<file path="src/rtl/alu_share_arbiter.sv">
// Round-robin arbiter sharing one combinational integer ALU between two requesters,
// with a registered, handshaked result per port. Define ALU_SHARE_ARB_STATS_EN for grant/conflict counters.
module alu_share_arbiter #(
    parameter int WIDTH = 32
) (
    input  logic             clk,
    input  logic             reset,

    input  logic             req0_valid,
    output logic             req0_ready,
    input  logic [WIDTH-1:0] req0_a,
    input  logic [WIDTH-1:0] req0_b,
    input  logic [3:0]       req0_sel,
    output logic             rsp0_valid,
    input  logic             rsp0_ready,
    output logic [WIDTH-1:0] rsp0_data,

    input  logic             req1_valid,
    output logic             req1_ready,
    input  logic [WIDTH-1:0] req1_a,
    input  logic [WIDTH-1:0] req1_b,
    input  logic [3:0]       req1_sel,
    output logic             rsp1_valid,
    input  logic             rsp1_ready,
    output logic [WIDTH-1:0] rsp1_data,

    output logic [WIDTH-1:0] alu_a,
    output logic [WIDTH-1:0] alu_b,
    output logic [3:0]       alu_sel,
    input  logic [WIDTH-1:0] alu_out
`ifdef ALU_SHARE_ARB_STATS_EN
    ,
    output logic [15:0]      stat_grant0,
    output logic [15:0]      stat_grant1,
    output logic [15:0]      stat_conflict
`endif
);

    logic             rr_q, rr_d;
    logic             rsp0_valid_q, rsp0_valid_d;
    logic             rsp1_valid_q, rsp1_valid_d;
    logic [WIDTH-1:0] rsp0_data_q, rsp0_data_d;
    logic [WIDTH-1:0] rsp1_data_q, rsp1_data_d;

    logic slotFree0, slotFree1;
    logic elig0, elig1;
    logic grant0, grant1;

    // A held result that drains this cycle frees its slot for a new grant.
    assign slotFree0 = ~rsp0_valid_q | rsp0_ready;
    assign slotFree1 = ~rsp1_valid_q | rsp1_ready;
    assign elig0     = req0_valid & slotFree0;
    assign elig1     = req1_valid & slotFree1;

    assign grant0 = elig0 & (~elig1 | ~rr_q);
    assign grant1 = elig1 & (~elig0 |  rr_q);

    assign req0_ready = grant0;
    assign req1_ready = grant1;
    assign rsp0_valid = rsp0_valid_q;
    assign rsp1_valid = rsp1_valid_q;
    assign rsp0_data  = rsp0_data_q;
    assign rsp1_data  = rsp1_data_q;

    always_comb begin
        alu_a   = '0;
        alu_b   = '0;
        alu_sel = 4'b0000;
        if (grant0) begin
            alu_a   = req0_a;
            alu_b   = req0_b;
            alu_sel = req0_sel;
        end else if (grant1) begin
            alu_a   = req1_a;
            alu_b   = req1_b;
            alu_sel = req1_sel;
        end
    end

    always_comb begin
        rr_d         = rr_q;
        rsp0_valid_d = rsp0_valid_q;
        rsp1_valid_d = rsp1_valid_q;
        rsp0_data_d  = rsp0_data_q;
        rsp1_data_d  = rsp1_data_q;

        if (grant0) begin
            rr_d = 1'b1;
        end else if (grant1) begin
            rr_d = 1'b0;
        end

        if (grant0) begin
            rsp0_valid_d = 1'b1;
            rsp0_data_d  = alu_out;
        end else if (rsp0_ready) begin
            rsp0_valid_d = 1'b0;
        end

        if (grant1) begin
            rsp1_valid_d = 1'b1;
            rsp1_data_d  = alu_out;
        end else if (rsp1_ready) begin
            rsp1_valid_d = 1'b0;
        end
    end

    always_ff @(posedge clk) begin
        if (reset) begin
            rr_q         <= 1'b0;
            rsp0_valid_q <= 1'b0;
            rsp1_valid_q <= 1'b0;
            rsp0_data_q  <= '0;
            rsp1_data_q  <= '0;
        end else begin
            rr_q         <= rr_d;
            rsp0_valid_q <= rsp0_valid_d;
            rsp1_valid_q <= rsp1_valid_d;
            rsp0_data_q  <= rsp0_data_d;
            rsp1_data_q  <= rsp1_data_d;
        end
    end

`ifdef ALU_SHARE_ARB_STATS_EN
    logic [15:0] stat_grant0_q, stat_grant0_d;
    logic [15:0] stat_grant1_q, stat_grant1_d;
    logic [15:0] stat_conflict_q, stat_conflict_d;

    // Counters stick at all-ones rather than wrapping.
    always_comb begin
        stat_grant0_d   = stat_grant0_q;
        stat_grant1_d   = stat_grant1_q;
        stat_conflict_d = stat_conflict_q;
        if (grant0 && stat_grant0_q != 16'hFFFF) begin
            stat_grant0_d = stat_grant0_q + 16'd1;
        end
        if (grant1 && stat_grant1_q != 16'hFFFF) begin
            stat_grant1_d = stat_grant1_q + 16'd1;
        end
        if (elig0 && elig1 && stat_conflict_q != 16'hFFFF) begin
            stat_conflict_d = stat_conflict_q + 16'd1;
        end
    end

    always_ff @(posedge clk) begin
        if (reset) begin
            stat_grant0_q   <= '0;
            stat_grant1_q   <= '0;
            stat_conflict_q <= '0;
        end else begin
            stat_grant0_q   <= stat_grant0_d;
            stat_grant1_q   <= stat_grant1_d;
            stat_conflict_q <= stat_conflict_d;
        end
    end

    assign stat_grant0   = stat_grant0_q;
    assign stat_grant1   = stat_grant1_q;
    assign stat_conflict = stat_conflict_q;
`endif

endmodule

</file>
<file path="config.mk">
export PLATFORM = sky130hd
export DESIGN_NAME = alu_share_arbiter
export DESIGN_NICKNAME = d
export VERILOG_FILES = /design/src/rtl/alu_share_arbiter.sv
export SDC_FILE = /design/constraint.sdc
export NUM_CORES = 1
export LEC_CHECK = 0
export ABC_AREA = 0
export CELL_PAD_IN_SITES_DETAIL_PLACEMENT = 1
export CELL_PAD_IN_SITES_GLOBAL_PLACEMENT = 1
export CORE_MARGIN = 2
export CORE_UTILIZATION = 23
export CTS_CLUSTER_SIZE = 24
export DETAILED_ROUTE_END_ITERATION = 7
export PLACE_DENSITY = 0.91
export SKIP_CTS_REPAIR_TIMING = 1
export SLEW_MARGIN = 20
export SYNTH_ARGS = -nofsm -noshare
export SYNTH_HDL_FRONTEND = slang
export SYNTH_SLANG_ARGS = --single-unit
</file>
<file path="constraint.sdc">
create_clock -name clk -period 2.9 [get_ports clk]
set_input_delay 0.435 -clock clk [delete_from_list [all_inputs] [get_ports clk]]
set_output_delay 0.435 -clock clk [all_outputs]
set_load 0.005 [all_outputs]
</file>
==> results.sh <==
export IMPL_combPwrFrac_pct=31.0
export IMPL_muxShareOfSynthArea_pct=18.76
export IMPL_slew_headroom_pct=57.61
export IMPL_n_fill_cell=1614
export IMPL_worstMarginPinSlew_ps=635.8
export IMPL_dieArea_sq_um=15840
export IMPL_grt_pass1_wl_mm=26.18
export IMPL_drv_cap=0
export IMPL_period_needed_ps=2811
export IMPL_grt_ovfl_total=0
export IMPL_busiest_layer="met2"
export IMPL_dr_total_vias=3947
export IMPL_drc=0
export IMPL_final_area_sq_um=7104
export IMPL_cts_buffers=9
export IMPL_setup_worst_path_end_class="output pin"
export IMPL_cp_top_family="buffers and inverters"
export IMPL_setup_viol=0
export IMPL_holdWs_ps=477.1
export IMPL_tns_ps=0
export IMPL_synth_top_area_cell="dfxtp_1"
export IMPL_rsz0062_at_grt="no"
export IMPL_whs_endpoint="rsp1_data[19]$_SDFFE_PP0P_"
export IMPL_use_met3_pct=6.287
export IMPL_p_leak_nw=2.825
export IMPL_ys_seq_area_share_pct=39.28
export IMPL_synth_area_sq_um=3415
export IMPL_worstRegToRegCells=6
export IMPL_crit_type="input pin to output pin"
export IMPL_cp_start_kind="input pin"
export IMPL_dr_pass1_iters=4
export IMPL_grt_total_usage_pct=21.64
export IMPL_path_clk_slew_ps=60
export IMPL_ys_flop_type="dfxtp_1"
export IMPL_cp_required_ps=2470
export IMPL_synthArstFlopShare_pct=0
export IMPL_clk_latency_ps=320
export IMPL_ys_warn_count=0
export IMPL_synth_top_family_by_area="compound AO/OA/AOI/OAI gates"
export IMPL_reg2reg_slack_ps=1150
export IMPL_cts_tree="done"
export IMPL_drt_iter0_markers=109
export IMPL_place_gp_congestion=0.9898
export IMPL_ir_worst_vdd_mv=0.3314
export IMPL_fin_crit_sh_pct=96.93
export IMPL_holdCritStartpoint="rsp1_data[19]$_SDFFE_PP0P_"
export IMPL_worst_path_buf_inv=4
export IMPL_synth_edf_count=0
export IMPL_synth_seq_cells=67
export IMPL_placed_area_sq_um=6751
export IMPL_worst_path_max_fanout=16
export IMPL_use_met2_pct=42.38
export IMPL_cts_sinks=67
export IMPL_cpMostUsedCell="clkdlybuf4s50_1"
export IMPL_ant_nets=0
export IMPL_die_x_um=125.8
export IMPL_fin_cells=843
export IMPL_status="completed"
export IMPL_cp_num_cells=7
export IMPL_synth_most_common_cell="nand2b_1"
export IMPL_slowest_stage="clkdlybuf4s50_1"
export IMPL_synth_top_area_share_pct=39.28
export IMPL_placed_cells=820
export IMPL_min_path_cells=2
export IMPL_intPower_mw=2.387
export IMPL_switchingPower_mw=0.7872
export IMPL_cpPeakStageDelay_ps=480
export IMPL_avgRoutedWirePerCell_um=21.37
export IMPL_fmax_mhz=355.7
export IMPL_synth_cell_types=15
export IMPL_area_growth_pct=108.1
export IMPL_start_util_pct=23.49
export IMPL_syn_inst=344
export IMPL_synth_compound_area_share_pct=18.91
export IMPL_dp_hpwl_mm=15.01
export IMPL_die_y_um=125.8
export IMPL_path_cells="clkdlybuf4s50_1 -> nand2b_1 -> o211ai_1 -> clkinv_2 -> buf_6 -> a22o_1 -> clkdlybuf4s50_1"
export IMPL_synth_common_cells="nand2b_1, a22o_1, dfxtp_1"
export IMPL_yosys_area_share_simple_pct=18.80
export IMPL_synth_xor_xnor_area_share_pct=0
export IMPL_grt_max_degree=53
export IMPL_met1_usage_pct=21.08
export IMPL_r2r_start="rr_q$_SDFFE_PP0P_"
export IMPL_fin_worst_skew_ps=7.888
export IMPL_vias_per_cell=4.682
export IMPL_p_clk_share_pct=36.6
export IMPL_regToRegEndpoint="rsp1_data[12]$_SDFFE_PP0P_"
export IMPL_routed_wl_mm=18.01
export IMPL_hold_class="flop to flop"
export IMPL_maxSlewViolCount=0
export IMPL_cts_max_level=3
export IMPL_core_region_area_sq_um=14530
export IMPL_antenna_found_initial=6
export IMPL_final_nets=822
export IMPL_io_pins=310
export IMPL_arrival_ps=2380
export IMPL_cts_path_max_buffers=2
export IMPL_synthTopCellsByArea="dfxtp_1, mux2i_1, nand2b_1"
export IMPL_first_global_vias=4412
export IMPL_synth_fa_ha_area_share_pct=0
export IMPL_drive_above_1_share_pct=5.360
export IMPL_syn_avg_cell_area_sq_um=9.926
export IMPL_hold_violations=0
export IMPL_io_buffers=309
export IMPL_placementRows=44
export IMPL_p_total_mw=3.174
export IMPL_switching_share_pct=24.80
export IMPL_clock_root_buffer="clkbuf_16"
export IMPL_syn_nets=518
export IMPL_powerDensity_nw_per_um2=446.8
export IMPL_seqPwrFrac_pct=32.3
[flip-flops by register name, summed over array words and instances, names as in the netlist]
name / flops
rsp1_data: 32
rr_q: 1
rsp0_data: 32
rsp0_valid: 1
rsp1_valid: 1
[worst reg2reg max path: stages (launching register included)]
cell	delay (ps)
dfxtp_1	320
nand2b_1	180
o211ai_1	290
clkinv_2	180
buf_4	220
buf_4	260
mux2i_1	170
[metrics by stage]
| step | worst slack, ps | utilization (%) |
|---|---|---|
| floorplan | 1114 | - |
| global placement | 72.01 | 46.45 |
| detailed placement | 42.05 | 46.45 |
| CTS | 30.48 | 48.65 |
| global route | 2.799 | 48.88 |
| finish | 89.00 | 48.88 |
[logic make-up after synthesis]
family                 after synthesis
buffers and inverters               34
AO/OA/AOI/OAI                       76
AND/OR/NAND/NOR                    103
multiplexers                        64
flip-flops                          67
[final cells by class]
class,count,area [sq um],area share [%]
tap,184,230.2,3.241
inverter,3,12.51,0.1761
clock buffer,10,229.0,3.223
sequential,67,1341,18.88
antenna,6,15.01,0.2113
clock inverter,6,90.09,1.268
multi-input combinational,243,1939,27.30
timing repair buffer,324,3247,45.70
[power groups by stage]
stage | clock network (mW) | registers (mW) | logic, mW
finish | 1.16 | 1.03 | 0.985
global route | 1.24 | 1.03 | 1.05
CTS | 1.18 | 1.03 | 0.994
detailed placement | 0 | 1.05 | 0.989
global placement | 0 | 1.04 | 0.965
floorplan | 0 | 1.04 | 0.311
[cell usage in the layout, fill, tap and decap left out]
cell type	n
a21oi_1	3
a22o_1	68
buf_12	3
buf_2	1
buf_4	11
buf_6	1
bufinv_16	2
clkbuf_1	1
clkbuf_16	9
clkdlybuf4s50_1	306
clkinv_2	2
clkinv_4	2
clkinvlp_4	1
dfxtp_1	67
diode_2	6
dlymetal6s2s_1	2
inv_1	1
inv_2	1
mux2i_1	64
nand2_1	1
nand2b_1	100
nor2b_1	1
nor2b_2	1
o211ai_1	1
o211ai_4	1
o21ai_0	3
[worst max-delay path by stage]
| stage | startpoint | endpoint | slack, ps |
|---|---|---|---|
| after CTS | req0_valid | alu_b[31] | 30 |
| after detailed placement | req0_valid | alu_b[31] | 40 |
| after floorplan | rsp1_ready | alu_a[0] | 1110 |
| after global routing | req0_valid | alu_b[31] | 3 |
| final | req0_valid | alu_b[31] | 90 |
| after global placement | req0_valid | alu_sel[0] | 70 |
[routing by layer]
metal  vias up  routed length, um
li1       1837                  -
met5         -                  0
met4         0                489
met3        26               1315
met1      1904               6175
met2       180              10030
Power figures use the tool's default switching activity.
